`config.mk`:
```
export PLATFORM = sky130hd
export DESIGN_NAME = lsu_mem_ctrl_flat
export DESIGN_NICKNAME = d
export VERILOG_FILES = /design/src/rtl/lsu_pkg.sv /design/src/rtl/lsu_mem_ctrl_if.sv /design/src/rtl/lsu_lane_unit.sv /design/src/rtl/lsu_mem_ctrl.sv /design/src/flat_wrapper.sv
export SDC_FILE = /design/constraint.sdc
export NUM_CORES = 1
export LEC_CHECK = 0
export ABC_AREA = 1
export BUFFER_PORTS_ARGS = -buffer_cell sky130_fd_sc_hd__buf_2
export CORE_MARGIN = 2
export CORE_UTILIZATION = 40
export CTS_BUF_LIST = sky130_fd_sc_hd__clkbuf_2
export CTS_CLUSTER_SIZE = 10
export DETAILED_ROUTE_END_ITERATION = 12
export PLACE_DENSITY = 0.63
export SLEW_MARGIN = 15
export SYNTH_ARGS = -nofsm -noshare
export SYNTH_HDL_FRONTEND = slang
export SYNTH_HIERARCHICAL = 1
export SYNTH_SLANG_ARGS = --single-unit
```
`constraint.sdc`:
```
create_clock -name clk -period 3.8 [get_ports clk]
set_input_delay 0.19 -clock clk [delete_from_list [all_inputs] [get_ports clk]]
set_output_delay 0.19 -clock clk [all_outputs]
set_load 0.1 [all_outputs]
```
`src/rtl/lsu_pkg.sv`:
```
// Shared types for the load/store unit: op codes, FSM states and decode helpers.
package lsu_pkg;

    typedef enum logic [2:0] {
        OpLw  = 3'b000,
        OpLh  = 3'b001,
        OpLhu = 3'b010,
        OpLb  = 3'b011,
        OpLbu = 3'b100,
        OpSw  = 3'b101,
        OpSh  = 3'b110,
        OpSb  = 3'b111
    } lsu_op_e;

    typedef enum logic [2:0] {
        StIdle,
        StRd,
        StCap,
        StWr,
        StRsp
    } lsu_state_e;

    function automatic logic is_store(lsu_op_e op);
        return (op == OpSw) || (op == OpSh) || (op == OpSb);
    endfunction

    function automatic logic is_misaligned(lsu_op_e op, logic [1:0] off);
        unique case (op)
            OpLw, OpSw:       return off != 2'b00;
            OpLh, OpLhu, OpSh: return off[0];
            default:          return 1'b0;
        endcase
    endfunction

endpackage

```
`src/rtl/lsu_mem_ctrl_if.sv`:
```
// CPU-side request/response and word-memory bus of the load/store unit.
interface lsu_mem_ctrl_if #(
    parameter int unsigned MEM_AW = 10
);
    logic              req_valid;
    logic              req_ready;
    logic [2:0]        req_op;
    logic [31:0]       req_addr;
    logic [31:0]       req_wdata;
    logic              rsp_valid;
    logic              rsp_ready;
    logic [31:0]       rsp_rdata;
    logic              rsp_err;
    logic [MEM_AW-1:0] mem_addr;
    logic              mem_re;
    logic              mem_we;
    logic [31:0]       mem_wdata;
    logic [31:0]       mem_rdata;

    // master is the environment (datapath + memory), slave is the controller
    modport master (
        output req_valid, req_op, req_addr, req_wdata, rsp_ready, mem_rdata,
        input  req_ready, rsp_valid, rsp_rdata, rsp_err, mem_addr, mem_re, mem_we, mem_wdata
    );

    modport slave (
        input  req_valid, req_op, req_addr, req_wdata, rsp_ready, mem_rdata,
        output req_ready, rsp_valid, rsp_rdata, rsp_err, mem_addr, mem_re, mem_we, mem_wdata
    );
endinterface

```
`src/rtl/lsu_lane_unit.sv`:
```
// Combinational lane logic: extract/extend for loads, lane merge for sub-word stores.
module lsu_lane_unit
    import lsu_pkg::*;
(
    input  lsu_op_e     op,
    input  logic [1:0]  offset,
    input  logic [31:0] rdata,
    input  logic [15:0] wdata,
    output logic [31:0] load_data,
    output logic [31:0] merge_data
);
    logic [4:0]  bit_off;
    logic [7:0]  byte_sel;
    logic [15:0] half_sel;

    assign bit_off  = {offset, 3'b000};
    assign byte_sel = rdata[bit_off +: 8];
    assign half_sel = offset[1] ? rdata[31:16] : rdata[15:0];

    always_comb begin
        load_data = rdata;
        case (op)
            OpLh:    load_data = {{16{half_sel[15]}}, half_sel};
            OpLhu:   load_data = {16'h0000, half_sel};
            OpLb:    load_data = {{24{byte_sel[7]}}, byte_sel};
            OpLbu:   load_data = {24'h000000, byte_sel};
            default: load_data = rdata;
        endcase
    end

    always_comb begin
        merge_data = rdata;
        case (op)
            OpSh: begin
                if (offset[1]) merge_data[31:16] = wdata;
                else           merge_data[15:0]  = wdata;
            end
            OpSb:    merge_data[bit_off +: 8] = wdata[7:0];
            default: merge_data = rdata;
        endcase
    end
endmodule

```
`src/rtl/lsu_mem_ctrl.sv`:
```
// Load/store initiator: maps byte/half/word accesses onto a word-only synchronous memory.
module lsu_mem_ctrl
    import lsu_pkg::*;
#(
    parameter int unsigned MEM_AW = 10
) (
    input logic           clk,
    input logic           reset,
    lsu_mem_ctrl_if.slave bus
);
    lsu_state_e        state_q;
    lsu_op_e           op_q;
    lsu_op_e           req_op;
    logic [1:0]        off_q;
    logic [15:0]       wdata_q;
    logic [MEM_AW-1:0] addr_q;
    logic [31:0]       mem_wdata_q;
    logic [31:0]       rsp_rdata_q;
    logic              rsp_err_q;
    logic [31:0]       load_data;
    logic [31:0]       merge_data;
    logic              req_misaligned;

    assign req_op         = lsu_op_e'(bus.req_op);
    assign req_misaligned = is_misaligned(req_op, bus.req_addr[1:0]);

    lsu_lane_unit u_lane (
        .op         (op_q),
        .offset     (off_q),
        .rdata      (bus.mem_rdata),
        .wdata      (wdata_q),
        .load_data  (load_data),
        .merge_data (merge_data)
    );

    always_ff @(posedge clk or posedge reset) begin
        if (reset) begin
            state_q     <= StIdle;
            op_q        <= OpLw;
            off_q       <= 2'b00;
            wdata_q     <= '0;
            addr_q      <= '0;
            mem_wdata_q <= '0;
            rsp_rdata_q <= '0;
            rsp_err_q   <= 1'b0;
        end else begin
            unique case (state_q)
                StIdle: begin
                    if (bus.req_valid) begin
                        op_q        <= req_op;
                        off_q       <= bus.req_addr[1:0];
                        addr_q      <= bus.req_addr[MEM_AW+1:2];
                        wdata_q     <= bus.req_wdata[15:0];
                        rsp_rdata_q <= '0;
                        rsp_err_q   <= req_misaligned;
                        if (req_misaligned) begin
                            state_q <= StRsp;
                        end else if (req_op == OpSw) begin
                            mem_wdata_q <= bus.req_wdata;
                            state_q     <= StWr;
                        end else begin
                            state_q <= StRd;
                        end
                    end
                end
                StRd: state_q <= StCap;
                StCap: begin
                    // only loads and sub-word stores pass through CAP
                    if (is_store(op_q)) begin
                        mem_wdata_q <= merge_data;
                        state_q     <= StWr;
                    end else begin
                        rsp_rdata_q <= load_data;
                        state_q     <= StRsp;
                    end
                end
                StWr: state_q <= StRsp;
                StRsp: begin
                    if (bus.rsp_ready) state_q <= StIdle;
                end
                default: state_q <= StIdle;
            endcase
        end
    end

    // Strobes and handshakes decode the state register so reset drops them at once
    assign bus.req_ready = (state_q == StIdle);
    assign bus.rsp_valid = (state_q == StRsp);
    assign bus.mem_re    = (state_q == StRd);
    assign bus.mem_we    = (state_q == StWr);
    assign bus.mem_addr  = addr_q;
    assign bus.mem_wdata = mem_wdata_q;
    assign bus.rsp_rdata = rsp_rdata_q;
    assign bus.rsp_err   = rsp_err_q;
endmodule

```
`src/flat_wrapper.sv`:
```
// flat-port wrapper written by rule: the top's interface ports become plain ports
module lsu_mem_ctrl_flat import lsu_pkg::*;
#(
    parameter int unsigned MEM_AW = 10
)
  (clk, reset, bus_req_valid, bus_req_op, bus_req_addr, bus_req_wdata, bus_rsp_ready, bus_mem_rdata, bus_req_ready, bus_rsp_valid, bus_rsp_rdata, bus_rsp_err, bus_mem_addr, bus_mem_re, bus_mem_we, bus_mem_wdata);
  lsu_mem_ctrl_if #(.MEM_AW(MEM_AW)) bus_i ();
  input logic clk;
  input logic reset;
  input wire logic [$bits(bus_i.req_valid)-1:0] bus_req_valid;
  input wire logic [$bits(bus_i.req_op)-1:0] bus_req_op;
  input wire logic [$bits(bus_i.req_addr)-1:0] bus_req_addr;
  input wire logic [$bits(bus_i.req_wdata)-1:0] bus_req_wdata;
  input wire logic [$bits(bus_i.rsp_ready)-1:0] bus_rsp_ready;
  input wire logic [$bits(bus_i.mem_rdata)-1:0] bus_mem_rdata;
  output wire logic [$bits(bus_i.req_ready)-1:0] bus_req_ready;
  output wire logic [$bits(bus_i.rsp_valid)-1:0] bus_rsp_valid;
  output wire logic [$bits(bus_i.rsp_rdata)-1:0] bus_rsp_rdata;
  output wire logic [$bits(bus_i.rsp_err)-1:0] bus_rsp_err;
  output wire logic [$bits(bus_i.mem_addr)-1:0] bus_mem_addr;
  output wire logic [$bits(bus_i.mem_re)-1:0] bus_mem_re;
  output wire logic [$bits(bus_i.mem_we)-1:0] bus_mem_we;
  output wire logic [$bits(bus_i.mem_wdata)-1:0] bus_mem_wdata;
  assign bus_i.req_valid = bus_req_valid;
  assign bus_i.req_op = bus_req_op;
  assign bus_i.req_addr = bus_req_addr;
  assign bus_i.req_wdata = bus_req_wdata;
  assign bus_i.rsp_ready = bus_rsp_ready;
  assign bus_i.mem_rdata = bus_mem_rdata;
  assign bus_req_ready = bus_i.req_ready;
  assign bus_rsp_valid = bus_i.rsp_valid;
  assign bus_rsp_rdata = bus_i.rsp_rdata;
  assign bus_rsp_err = bus_i.rsp_err;
  assign bus_mem_addr = bus_i.mem_addr;
  assign bus_mem_re = bus_i.mem_re;
  assign bus_mem_we = bus_i.mem_we;
  assign bus_mem_wdata = bus_i.mem_wdata;
  lsu_mem_ctrl #(.MEM_AW(MEM_AW)) u_core (.clk(clk), .reset(reset), .bus(bus_i));
endmodule
```
# After elaboration in Yosys (flattened, before gate mapping)
# Cells that the tools add are included.
# totals
in_bits,103
ff_bits,99
output_inout_bits,79
word_cells,66
# classes
shifts,3
n_eq_ne,21
n_addsub,1
mux,21
n_reduce_logical,12
# ops
operator,n
$mux W32,6
$pmux W32 S2,3
$pmux W32 S4,1
$mux W16,3
$bwmux W32,1
$shift A8 B7 Y32 const A,1
$shiftx A32 B6 Y8,1
$shiftx A8 B7 Y32,1
$eq A3 B3 Y1 const B,7
$eq A3 B2 Y1 const B,5
$pmux W3 S5,1
$mux W3,4
$eq A3 B1 Y1 const B,3
$ne A2 B2 Y1 const B,4
$neg A5 Y7,1
$logic_not A3 Y1,2
$reduce_and A5 Y1,1
$ne A2 B1 Y1 const B,2
$reduce_and A2 Y1,2
$reduce_bool A2 Y1,2
$reduce_and A3 Y1,1
$reduce_or A3 Y1,1
$logic_or A1 B1 Y1,2
$mux W2,1
2 further kinds,2

# Depth between registers and ports, before layout
# logic_depth
ltp_word,6
mapped_depth,15
mapped_depth_nobuf,13

# By module
# Netlist, hierarchy kept.
# by_module_without_submodules
module,instances,cells_per_inst,seq_area_each_um2,area_each_um2
lsu_mem_ctrl,1,550,2477.4,4543.1
lsu_lane_unit,1,414,0.0,1904.3

# Worst setup path before layout
# No wires, ideal clock.
# synth_timing
kind,reg2reg
start,register u_core.state_q[1]
end,register u_core.state_q[2]
path_buffers,0
path_slack_ns,0.545
required_time_ns,3.679
arrival_ns,3.134
period_less_slack_ns,3.255
stages_incl_launch_ff,7
setup_ns,0.121
path_cell_list,dfrtp_1 > nor3_1 > nand2_1 > nand2_1 > inv_1 > nand2_1 > nand2_1
# synth_between
elab_chain_len,3
elab_cells_between_ends,9
cone_classes,6 x eq/ne; 1 x mux; 2 x reduce/logical
# synth_rtl
item,line,source
from (decl),lsu_mem_ctrl.sv:11,lsu_state_e state_q;
from (signal assigned),lsu_mem_ctrl.sv:38,state_q <= StIdle;
from (signal assigned),lsu_mem_ctrl.sv:57,state_q <= StRsp;
from (signal assigned),lsu_mem_ctrl.sv:60,state_q <= StWr;
$eq A3 B3 Y1 *,n/a,
net bus_rsp_valid,flat_wrapper.sv:17,output wire logic [$bits(bus_i.rsp_valid)-1:0] bus_rsp_valid;
$ne A2 B2 Y1 (no line),n/a,
$reduce_and A2 Y1 (no line),n/a,
# The timed path passes the listed nets; every way through them passes the cells marked *.
# A chain may end at the register's enable or synchronous reset.

# Worst setup path in the final report
# layout_timing
start,register u_core.off_q[0]
end,register u_core.mem_wdata_q[6] (netlist: u_core/bus.mem_wdata[6])
# layout_between
elab_chain_len,6
elab_cells_between_ends,7
cone_classes,1 x add/sub; 2 x shift; 4 x mux
# layout_rtl
item,line,source
from (decl),lsu_mem_ctrl.sv:14,logic [1:0] off_q;
from (signal assigned),lsu_mem_ctrl.sv:51,off_q <= bus.req_addr[1:0];
$neg A5 Y7 *,lsu_lane_unit.sv:38,OpSb: merge_data[bit_off +: 8] = wdata[7:0];
$shiftx A8 B7 Y32 or $shift A8 B7 Y32 (tied branches),lsu_lane_unit.sv:38,
$bwmux W32 *,lsu_lane_unit.sv:38,
$pmux W32 S2 *,lsu_lane_unit.sv:33,case (op)
net u_core.merge_data[6],lsu_mem_ctrl.sv:21,logic [31:0] merge_data;
$mux W32 *,lsu_mem_ctrl.sv:69,if (is_store(op_q)) begin
$pmux W32 S2 *,lsu_mem_ctrl.sv:47,unique case (state_q)
to (signal assigned),lsu_mem_ctrl.sv:59,mem_wdata_q <= bus.req_wdata;
to (signal assigned),lsu_mem_ctrl.sv:70,mem_wdata_q <= merge_data;
to (decl),lsu_mem_ctrl.sv:17,logic [31:0] mem_wdata_q;
# The timed path passes the listed nets; every way through them passes the cells marked *. The select of a mux whose other input is x is not followed.

==> metrics.csv <==
stage;metric;value;unit
yosys;synth.most_common_cell;nand2_1;
yosys;postSynthAreaPerCell;6.69;um^2
grt;grt_pass1_wl;33800;um
yosys;ys_warn_count;6;
critical_path;crit_chain;inv_1, ha_1, inv_1, nand2_1, o21ai_4, nand2_1, nand2_1, nor2_1, a21oi_1, nand4_1, nand2_1;
yosys;netlist.area_leader.share;0.384;
clock_network;cts_tree;yes;
sta;fin_crit_sh;0.709;
routing;wl_met3;1570;um
sta;setup_tns;0;ns
critical_path;critPathMaxStageDelay;0.59;ns
routing;wl;21700;um
hold_path;hp-class;primary input to register;
clock_network;post_cts_resized;0;
routing;drt_iter0_drc;647;
sta;clock.fmax;371;MHz
yosys;synth_simple_gate_area_frac;0.389;
yosys;synth_compound_area_frac;0.108;
yosys;async_reset_ff_frac;1.00;
placed_design;routabilityCongestion;0.943;
yosys;synth_edf_count;0;
placed_design;dpl.hpwl;15200;um
finish;synthToLayoutAreaGrowth;26.9;%
critical_path;worst-setup-path-type;register to register;
critical_path;end_kind;register;
grt;grt_use_total;0.253;
routing;routed.top_layer;met4;
floorplan;start_util;0.407;
clock_network;clk_pin_slew;0.25;ns
grt;grt_pass1_vias;6370;
routing;drt_pass1_iterations;6;
sta;setup_viol;0;
yosys;synthTopCellsByCount;nand2_1 (347), nand3_1 (125), dfrtp_1 (99);
finish;regArea;2480;um^2
routing;drt-met1-wl;9740;um
yosys;synth_xor_area_frac;0;
floorplan;die-width;131;um
clock_network;cts_made_buffers;9;
routing;ant_nets;0;
grt;grt.overflow.total;0;
critical_path;cp.arrival;3.26;ns
clock_network;clock_path_buffers;2;
critical_path;crit_path_start;u_core/off_q[0];
yosys;synth.area.mux_share;0;
hold_path;hp-start;bus_mem_rdata[7];
yosys;synth_top_family_by_area;simple AND/OR/NAND/NOR gates;
grt;grt_start_max_net_pins;71;
critical_path;r2r-start;u_core/off_q[0];
routing;vias_per_cell;5.12;
grt;antenna_found_initial;2;
finish;nets;1273;
yosys;syn_inst;964;
critical_path;crit_buf_inv;2;
critical_path;worst_path_max_delay_cell;inv_1;
sta;finalMaxSlewViolations;0;
yosys;synthTopCellsByArea;dfrtp_1 (38%), nand2_1 (20%), nand3_1 (9.7%), o21ai_0 (6.1%), inv_1 (5.4%);
yosys;ys_types;30;
routing;post-route-drc-count;0;
critical_path;startpoint_type;register;
floorplan;rows;46;
floorplan;coreArea;15800;um^2
floorplan;die-height;131;um
routing;post_drt_wl_per_cell;15.6;um
finish;drive_gt1_frac;0.191;
clock_network;clkSinkCount;99;
sta;fin_worst_skew;0.0189;ns
clock_network;clock_latency;0.61;ns
status;status;finished, final reports clean;
flow_run;cap_violations;0;
floorplan;die_area;17200;um^2
yosys;ys_ff_latch;99;
sta;worst_pin_slew;0.891;ns
yosys;synth-seq-area-share;0.384;
yosys;synth_nets;1072;
routing;met2WireLength;9710;um
yosys;ys.flop_type;dfrtp_1;
routing;dr_total_vias;7108;
finish;n_fill_cell;1650;
yosys;netlist_area;6450;um^2
sta;slew_headroom;0.403;
critical_path;cp_common_cell;nand2_1;
finish;multi_input_area;3270;um^2
sta;rsz0062_at_grt;false;
critical_path;crit_path_max_fanout;24;
placed_design;port-buffer-count;161;
yosys;synth.largest_area_cell;dfrtp_1;
sta;fin_crit;2.69;ns
critical_path;cp_data_required_time;4.37;ns
clock_network;root_buffer;clkbuf_2;
sta;hold_viol;0;
yosys;synth_fa_ha_area_frac;0.00970;
clock_network;cts_max_level;3;
critical_path;crit_family;buffers and inverters;
floorplan;io_pins;182;
finish;post-route-util;0.517;
final cells by class:
class	count	share of cell area
multi-input cells	705	0.399
repair buffers	247	0.201
well taps	216	0.0330
clock inverters	6	0.00979
diodes	2	0.000612
flip-flops and latches	99	0.303
clock buffers	10	0.00612
inverters	103	0.0476
cell usage in the layout, fill, tap and decap left out, types with 2 or more instances in the layout:
cell           instances
nand2_1              347
buf_2                161
nand3_1              125
dfrtp_1               99
inv_1                 92
o21ai_0               79
dlygate4sd3_1         76
nand4_1               40
o21ai_1               37
nor2_1                26
a21oi_1               13
clkbuf_2              10
inv_2                 10
buf_4                 10
nand3_2                7
nor2_2                 6
nor3_1                 6
nand2_2                5
ha_1                   5
clkinv_2               4
diode_2                2
bufinv_16              2
nor2_4                 2
repair_timing:
action | in CTS | in global routing
setup endpoints to repair | 0 | 0
hold buffers | 75 | 1
hold endpoints to repair | 160 | 1
setup buffers | 0 | 0
flip-flops by register name (all words and copies together), names as in the netlist:
name                  cells
u_core/bus.mem_wdata     32
u_core/bus.rsp_rdata     32
u_core/wdata_q           16
u_core/bus.mem_addr      10
u_core/op_q               3
u_core/state_q            3
u_core/off_q              2
u_core/bus.rsp_err        1
metrics by stage:
step / std cells / hold slack, ns / worst slack, ns / area (um^2)
4_1_cts: 1385 / 0.00396 / 1.18 / 8170
5_1_grt: 1388 / -0.00565 / 0.856 / 8180
3_3_place_gp: 1294 / 0.385 / 1.23 / 7280
3_5_place_dp: 1294 / 0.391 / 1.23 / 7280
2_1_floorplan: 964 / 0.300 / 0.545 / 6450
6_report: 1388 / 0.0476 / 1.11 / 8180
cells by family after synthesis:
group	Yosys count
AOI/OAI and AO/OA	133
adders and majority gates	5
buffers and inverters	160
DFF	99
and+or+nand+nor	567
worst register-to-register path, cell delays in order (launching register included):
cell and delay, ns:
dfrtp_1 0.44, inv_1 0.59, ha_1 0.40, inv_1 0.20, nand2_1 0.13, o21ai_4 0.30
nand2_1 0.08, nand2_1 0.13, nor2_1 0.07, a21oi_1 0.13, nand4_1 0.11, nand2_1 0.10
routing by layer:
metal  GRT usage  vias up
met5           0        -
met1       0.362     3214
li1            -     3515
met2       0.379      333
met4       0.102        0
met3      0.0468       46
final timing paths:
check                                                end  slack, ns  cells past startpoint
worst min-delay path             u_core/bus.rsp_rdata[7]       0.05                      5
worst max-delay path             u_core/bus.mem_wdata[6]       1.11                     11
min in group asynchronous       u_core/bus.mem_wdata[25]       0.25                      3
worst max register to register   u_core/bus.mem_wdata[6]       1.11                     11
max in group asynchronous        u_core/bus.rsp_rdata[2]       2.63                      4
worst min register to register   u_core/bus.mem_wdata[9]       0.50                      2
Power is not shown: default switching activity piles up to over one toggle a cycle in this logic, so the estimate is an artifact.
